<file path="src/rtl/regwrite_arbiter_pkg.sv">
// Shared types and default sizing for the register-file writeback path.
// The register file and the pipeline reuse these definitions.
package regwrite_arbiter_pkg;

    localparam int DEF_WIDTH    = 32;
    localparam int DEF_DEPTH    = 5;
    localparam int DEF_MAX_WAIT = 4;

    typedef enum logic [1:0] {
        ST_IDLE  = 2'd0,
        ST_GNT_A = 2'd1,
        ST_GNT_B = 2'd2
    } arb_state_e;

endpackage

</file>
<file path="src/rtl/regwrite_arbiter_starve_counter.sv">
// Saturating wait counter that tracks how long the multi-cycle requester has been denied.
module starve_counter
    import regwrite_arbiter_pkg::*;
#(
    parameter int MAX_WAIT = DEF_MAX_WAIT
) (
    input  logic clk,
    input  logic rst,
    input  logic clr,
    input  logic inc,
    output logic sat
);

    localparam int CW = (MAX_WAIT < 1) ? 1 : $clog2(MAX_WAIT + 1);
    localparam logic [CW-1:0] LIMIT = CW'(MAX_WAIT);

    logic [CW-1:0] cnt_d;
    logic [CW-1:0] cnt_q;

    // Clear has priority so a grant in the same cycle always restarts the count.
    always_comb begin
        cnt_d = cnt_q;
        if (clr) begin
            cnt_d = '0;
        end else if (inc && (cnt_q != LIMIT)) begin
            cnt_d = cnt_q + CW'(1);
        end
    end

    always_ff @(posedge clk or negedge rst) begin
        if (!rst) begin
            cnt_q <= '0;
        end else begin
            cnt_q <= cnt_d;
        end
    end

    assign sat = (cnt_q == LIMIT);

endmodule

</file>
<file path="src/rtl/regwrite_arbiter.sv">
// Two-requester writeback arbiter for the register file: the pipeline (A) normally wins,
// the mul/div unit (B) is forced through after MAX_WAIT consecutive denied cycles.
module regwrite_arbiter
    import regwrite_arbiter_pkg::*;
#(
    parameter int WIDTH    = DEF_WIDTH,
    parameter int DEPTH    = DEF_DEPTH,
    parameter int MAX_WAIT = DEF_MAX_WAIT
) (
    input  logic             clk,
    input  logic             rst,
    input  logic             a_valid,
    input  logic [DEPTH-1:0] a_wr,
    input  logic [WIDTH-1:0] a_wd,
    output logic             a_ready,
    input  logic             b_valid,
    input  logic [DEPTH-1:0] b_wr,
    input  logic [WIDTH-1:0] b_wd,
    output logic             b_ready,
    output logic             RegWrite,
    output logic [DEPTH-1:0] WR,
    output logic [WIDTH-1:0] WD,
    output logic             b_starved
);

    arb_state_e       state_d, state_q;
    logic [DEPTH-1:0] wr_d, wr_q;
    logic [WIDTH-1:0] wd_d, wd_q;
    logic             cnt_clr;
    logic             cnt_inc;

    // Readys are gated by reset so nothing is accepted while the block is held.
    assign a_ready = rst & a_valid & ~b_starved;
    assign b_ready = rst & b_valid & (~a_valid | b_starved);

    assign cnt_clr = ~b_valid | b_ready;
    assign cnt_inc = b_valid & ~b_ready;

    starve_counter #(
        .MAX_WAIT(MAX_WAIT)
    ) u_starve (
        .clk(clk),
        .rst(rst),
        .clr(cnt_clr),
        .inc(cnt_inc),
        .sat(b_starved)
    );

    always_comb begin
        state_d = ST_IDLE;
        wr_d    = wr_q;
        wd_d    = wd_q;
        if (a_ready) begin
            state_d = ST_GNT_A;
            wr_d    = a_wr;
            wd_d    = a_wd;
        end else if (b_ready) begin
            state_d = ST_GNT_B;
            wr_d    = b_wr;
            wd_d    = b_wd;
        end
    end

    always_ff @(posedge clk or negedge rst) begin
        if (!rst) begin
            state_q <= ST_IDLE;
            wr_q    <= '0;
            wd_q    <= '0;
        end else begin
            state_q <= state_d;
            wr_q    <= wr_d;
            wd_q    <= wd_d;
        end
    end

    // Register 0 is hardwired, so an accepted write to it never raises the enable.
    assign RegWrite = (state_q != ST_IDLE) && (wr_q != '0);
    assign WR       = wr_q;
    assign WD       = wd_q;

endmodule

</file>
<file path="config.mk">
export PLATFORM = sky130hd
export DESIGN_NAME = regwrite_arbiter
export DESIGN_NICKNAME = d
export VERILOG_FILES = /design/src/rtl/regwrite_arbiter_pkg.sv /design/src/rtl/regwrite_arbiter_starve_counter.sv /design/src/rtl/regwrite_arbiter.sv
export SDC_FILE = /design/constraint.sdc
export NUM_CORES = 1
export LEC_CHECK = 0
export CAP_MARGIN = 20
export CORE_MARGIN = 4
export CORE_UTILIZATION = 35
export DETAILED_ROUTE_END_ITERATION = 7
export GPL_TIMING_DRIVEN = 0
export PLACE_DENSITY = 0.81
export SLEW_MARGIN = 15
export SYNTH_ARGS = -nofsm -noshare
export SYNTH_HDL_FRONTEND = slang
export SYNTH_SLANG_ARGS = --single-unit
</file>
<file path="constraint.sdc">
create_clock -name clk -period 1.65 [get_ports clk]
set_input_delay 0.4125 -clock clk [delete_from_list [all_inputs] [get_ports clk]]
set_output_delay 0.4125 -clock clk [all_outputs]
set_load 0.05 [all_outputs]
</file>
==> flow_summary.ini <==
[clocking]
cts_max_level = 2
cts_root_buf = clkbuf_8
cts_tree = built
clkLatencyLatePin_ps = 290
clkSinkCount = 42
cts_made_buffers = 5
clock_path_buffers = 2
path_clk_slew_ps = 80

[yosys]
synthTopCellsByArea = dfrtp_1, mux2_2, mux2_4
synth_area_leader_cell = dfrtp_1
post-synth-top-area-fraction_pct = 49.47
synthCells = 147
synth_edf_count = 0
synth_nets = 227
synth_cell_types = 22
synth_flop_cell = dfrtp_1
syn_area_um2 = 2125
ys_ff_latch = 42
yosys-top-cells-count = mux2_2, dfrtp_1, mux2_4, buf_2, inv_1
synth.most_common_cell = mux2_2
ys.warnings.count = 0
yosysSeqAreaShare_pct = 49.47
async_flop_share_pct = 100.0
syn_area_per_cell_um2 = 14.45

[sta]
setup_violations = 4
rsz0062_at_grt = yes
tightest_slew_ps = 899.5
setup_ws_ps = -350.2
fmax_mhz = 499.9
hold_viol = 0
timing.hold.ws_ps = 34.45
fin_skew_ps = 4.419
maxSlewHeadroom_pct = 39.84
fin_crit_ps = 2000
drv_slew = 0
fin_crit_sh_pct = 121.2

[layout]
nets = 363
drive_gt1_share_pct = 42.96
n_antenna_cell = 0
fillerInstances = 499
design_area_um2 = 3689
area_delta_synth_final_pct = 73.62

[setup_path]
crit_required_ps = 1240
worst-r2r-cell-count = 6
path_max_fanout = 3
end_kind = primary output
path_class = flip-flop to primary output
cp.arrival_ps = 1590
worstSetupStartpointType = flip-flop

[power]
power_density_nw_per_um2 = 908.9
p_int_mw = 2.139
power_switching_mw = 1.214
combPwrFrac_pct = 41.9
p_leak_nw = 1.604
switching_share_pct = 36.20
seqPwrFrac_pct = 37.3
clockPowerShare_pct = 20.8
ir_drop_mv = 0.4749

[route]
drt-pass1-iter-count = 3
drc_errors = 0
drt_iter0_markers = 28
dr_wl_met3_um = 589
wl_met1_um = 2278
route.met2.wl_um = 2722
wl_per_cell_um = 15.73
top_layer = met4
wl_um = 5647
num_vias = 1680
detail-route-antenna-nets = 0
routed_via_density = 4.680

[placement]
pre_cts_slack_ps = -1292
hpwlAfterDp_um = 4157
placed_cell_area_um2 = 3473
gp_congestion = 0.6998
io_buffers = 118

[global_route]
overflow = 0
grt_max_degree = 20
track_usage_pct = 15.38
antenna_found_initial = 0
grt_pass1_vias = 1862
grt_pass1_wl_um = 8901

[floorplan]
placeableCoreArea_um2 = 5921
die_area_um2 = 7381
start_util_pct = 35.88
fp.dieW_um = 85.91
die_y_um = 85.91
pin_count = 119
row_count = 28

[worst_hold_path]
hold_path.class = input pin to asynchronous set/reset pin

[run_status]
outcome = finished with violations
violations = setup timing

[run]
drv_cap = 0
==> per-stage QoR <==
| step | util [%] | TNS [ps] | instances | power (mW) |
|---|---|---|---|---|
| 3_5_place_dp | 58.66 | -22950 | 341 | 2.748 |
| 3_3_place_gp | 58.41 | -140480 | 340 | 2.716 |
| 4_1_cts | 61.79 | -870.8 | 356 | 3.391 |
| 5_1_grt | 62.30 | -1024 | 359 | 3.512 |
| 6_report | 62.30 | -788.6 | 359 | 3.353 |
| 2_1_floorplan | - | -97.62 | 147 | 2.169 |
==> power by group through the flow <==
stage / Sequential, mW / Clock (mW) / Combinational (mW)
after floorplan: 1.78 / 0 / 0.390
after global placement: 1.27 / 0 / 1.45
after detailed placement: 1.28 / 0 / 1.47
after CTS: 1.25 / 0.724 / 1.41
after global routing: 1.28 / 0.754 / 1.48
final: 1.25 / 0.696 / 1.41
==> area by class of cell <==
class	count	area (um^2)	area share, %
Clock buffer	6	82.58	2.239
Buffer	6	61.31	1.662
Clock inverter	2	12.51	0.3392
Multi-Input combinational cell	93	1050	28.46
Tap cell	75	93.84	2.544
Inverter	4	21.27	0.5767
Sequential cell	42	1055	28.60
Timing Repair Buffer	131	1313	35.58
==> kinds of logic after synthesis <==
kind of cell,Yosys count,share of synthesized area (%)
AND/OR/NAND/NOR,8,2.238
buffers and inverters,12,3.415
AO/OA/AOI/OAI,8,2.532
multiplexers,75,41.17
flip-flops,42,49.47
adder cells (fa/ha/maj),2,1.178
==> critical path, cell delays in order (launching register included) <==
cell	delay, ps
dfrtp_2	420
or4_4	540
o22a_4	200
buf_6	150
==> flip-flops by register name, indices dropped and copies added (netlist names) <==
register        count
WR                  5
WD                 32
state_q             2
u_starve.cnt_q      3
==> timing repair <==
action                                 CTS  global route
gates cloned                             1             0
pin swaps                                1             2
buffers inserted                         6             5
setup endpoints to repair               78            33
resized for setup                       81            11
endpoints found under the hold margin   19             0
hold buffers                             1             0
==> per-layer routing <==
metal  GRT usage [%]  up-vias
li1                -      798
met1           18.33      793
met2           25.86       82
met3           6.340        7
met4           3.597        0
met5               0        -
==> layout by cell type, fill, tap and decap left out, types with 2 or more instances in the layout <==
cell	count
buf_4	8
buf_12	2
buf_8	3
clkinvlp_4	2
dfrtp_1	39
a211oi_1	2
mux2_2	67
buf_2	3
inv_2	2
dlygate4sd2_1	32
mux2_4	8
clkdlybuf4s15_1	5
buf_6	5
clkbuf_8	6
dfrtp_2	3
clkdlybuf4s50_1	74
==> final timing paths <==
path | from | to | slack, ps
max in group asynchronous | rst | WD[21] | 280
min in group clk | rst | u_starve.cnt_q[1] | 440
hold / removal | rst | WR[3] | 30
setup reg to reg | u_starve.cnt_q[1] | WD[22] | 110
setup / recovery | WR[0] | RegWrite | -350
hold reg to reg | u_starve.cnt_q[2] | u_starve.cnt_q[2] | 580
(Power assumes the default switching activity.)
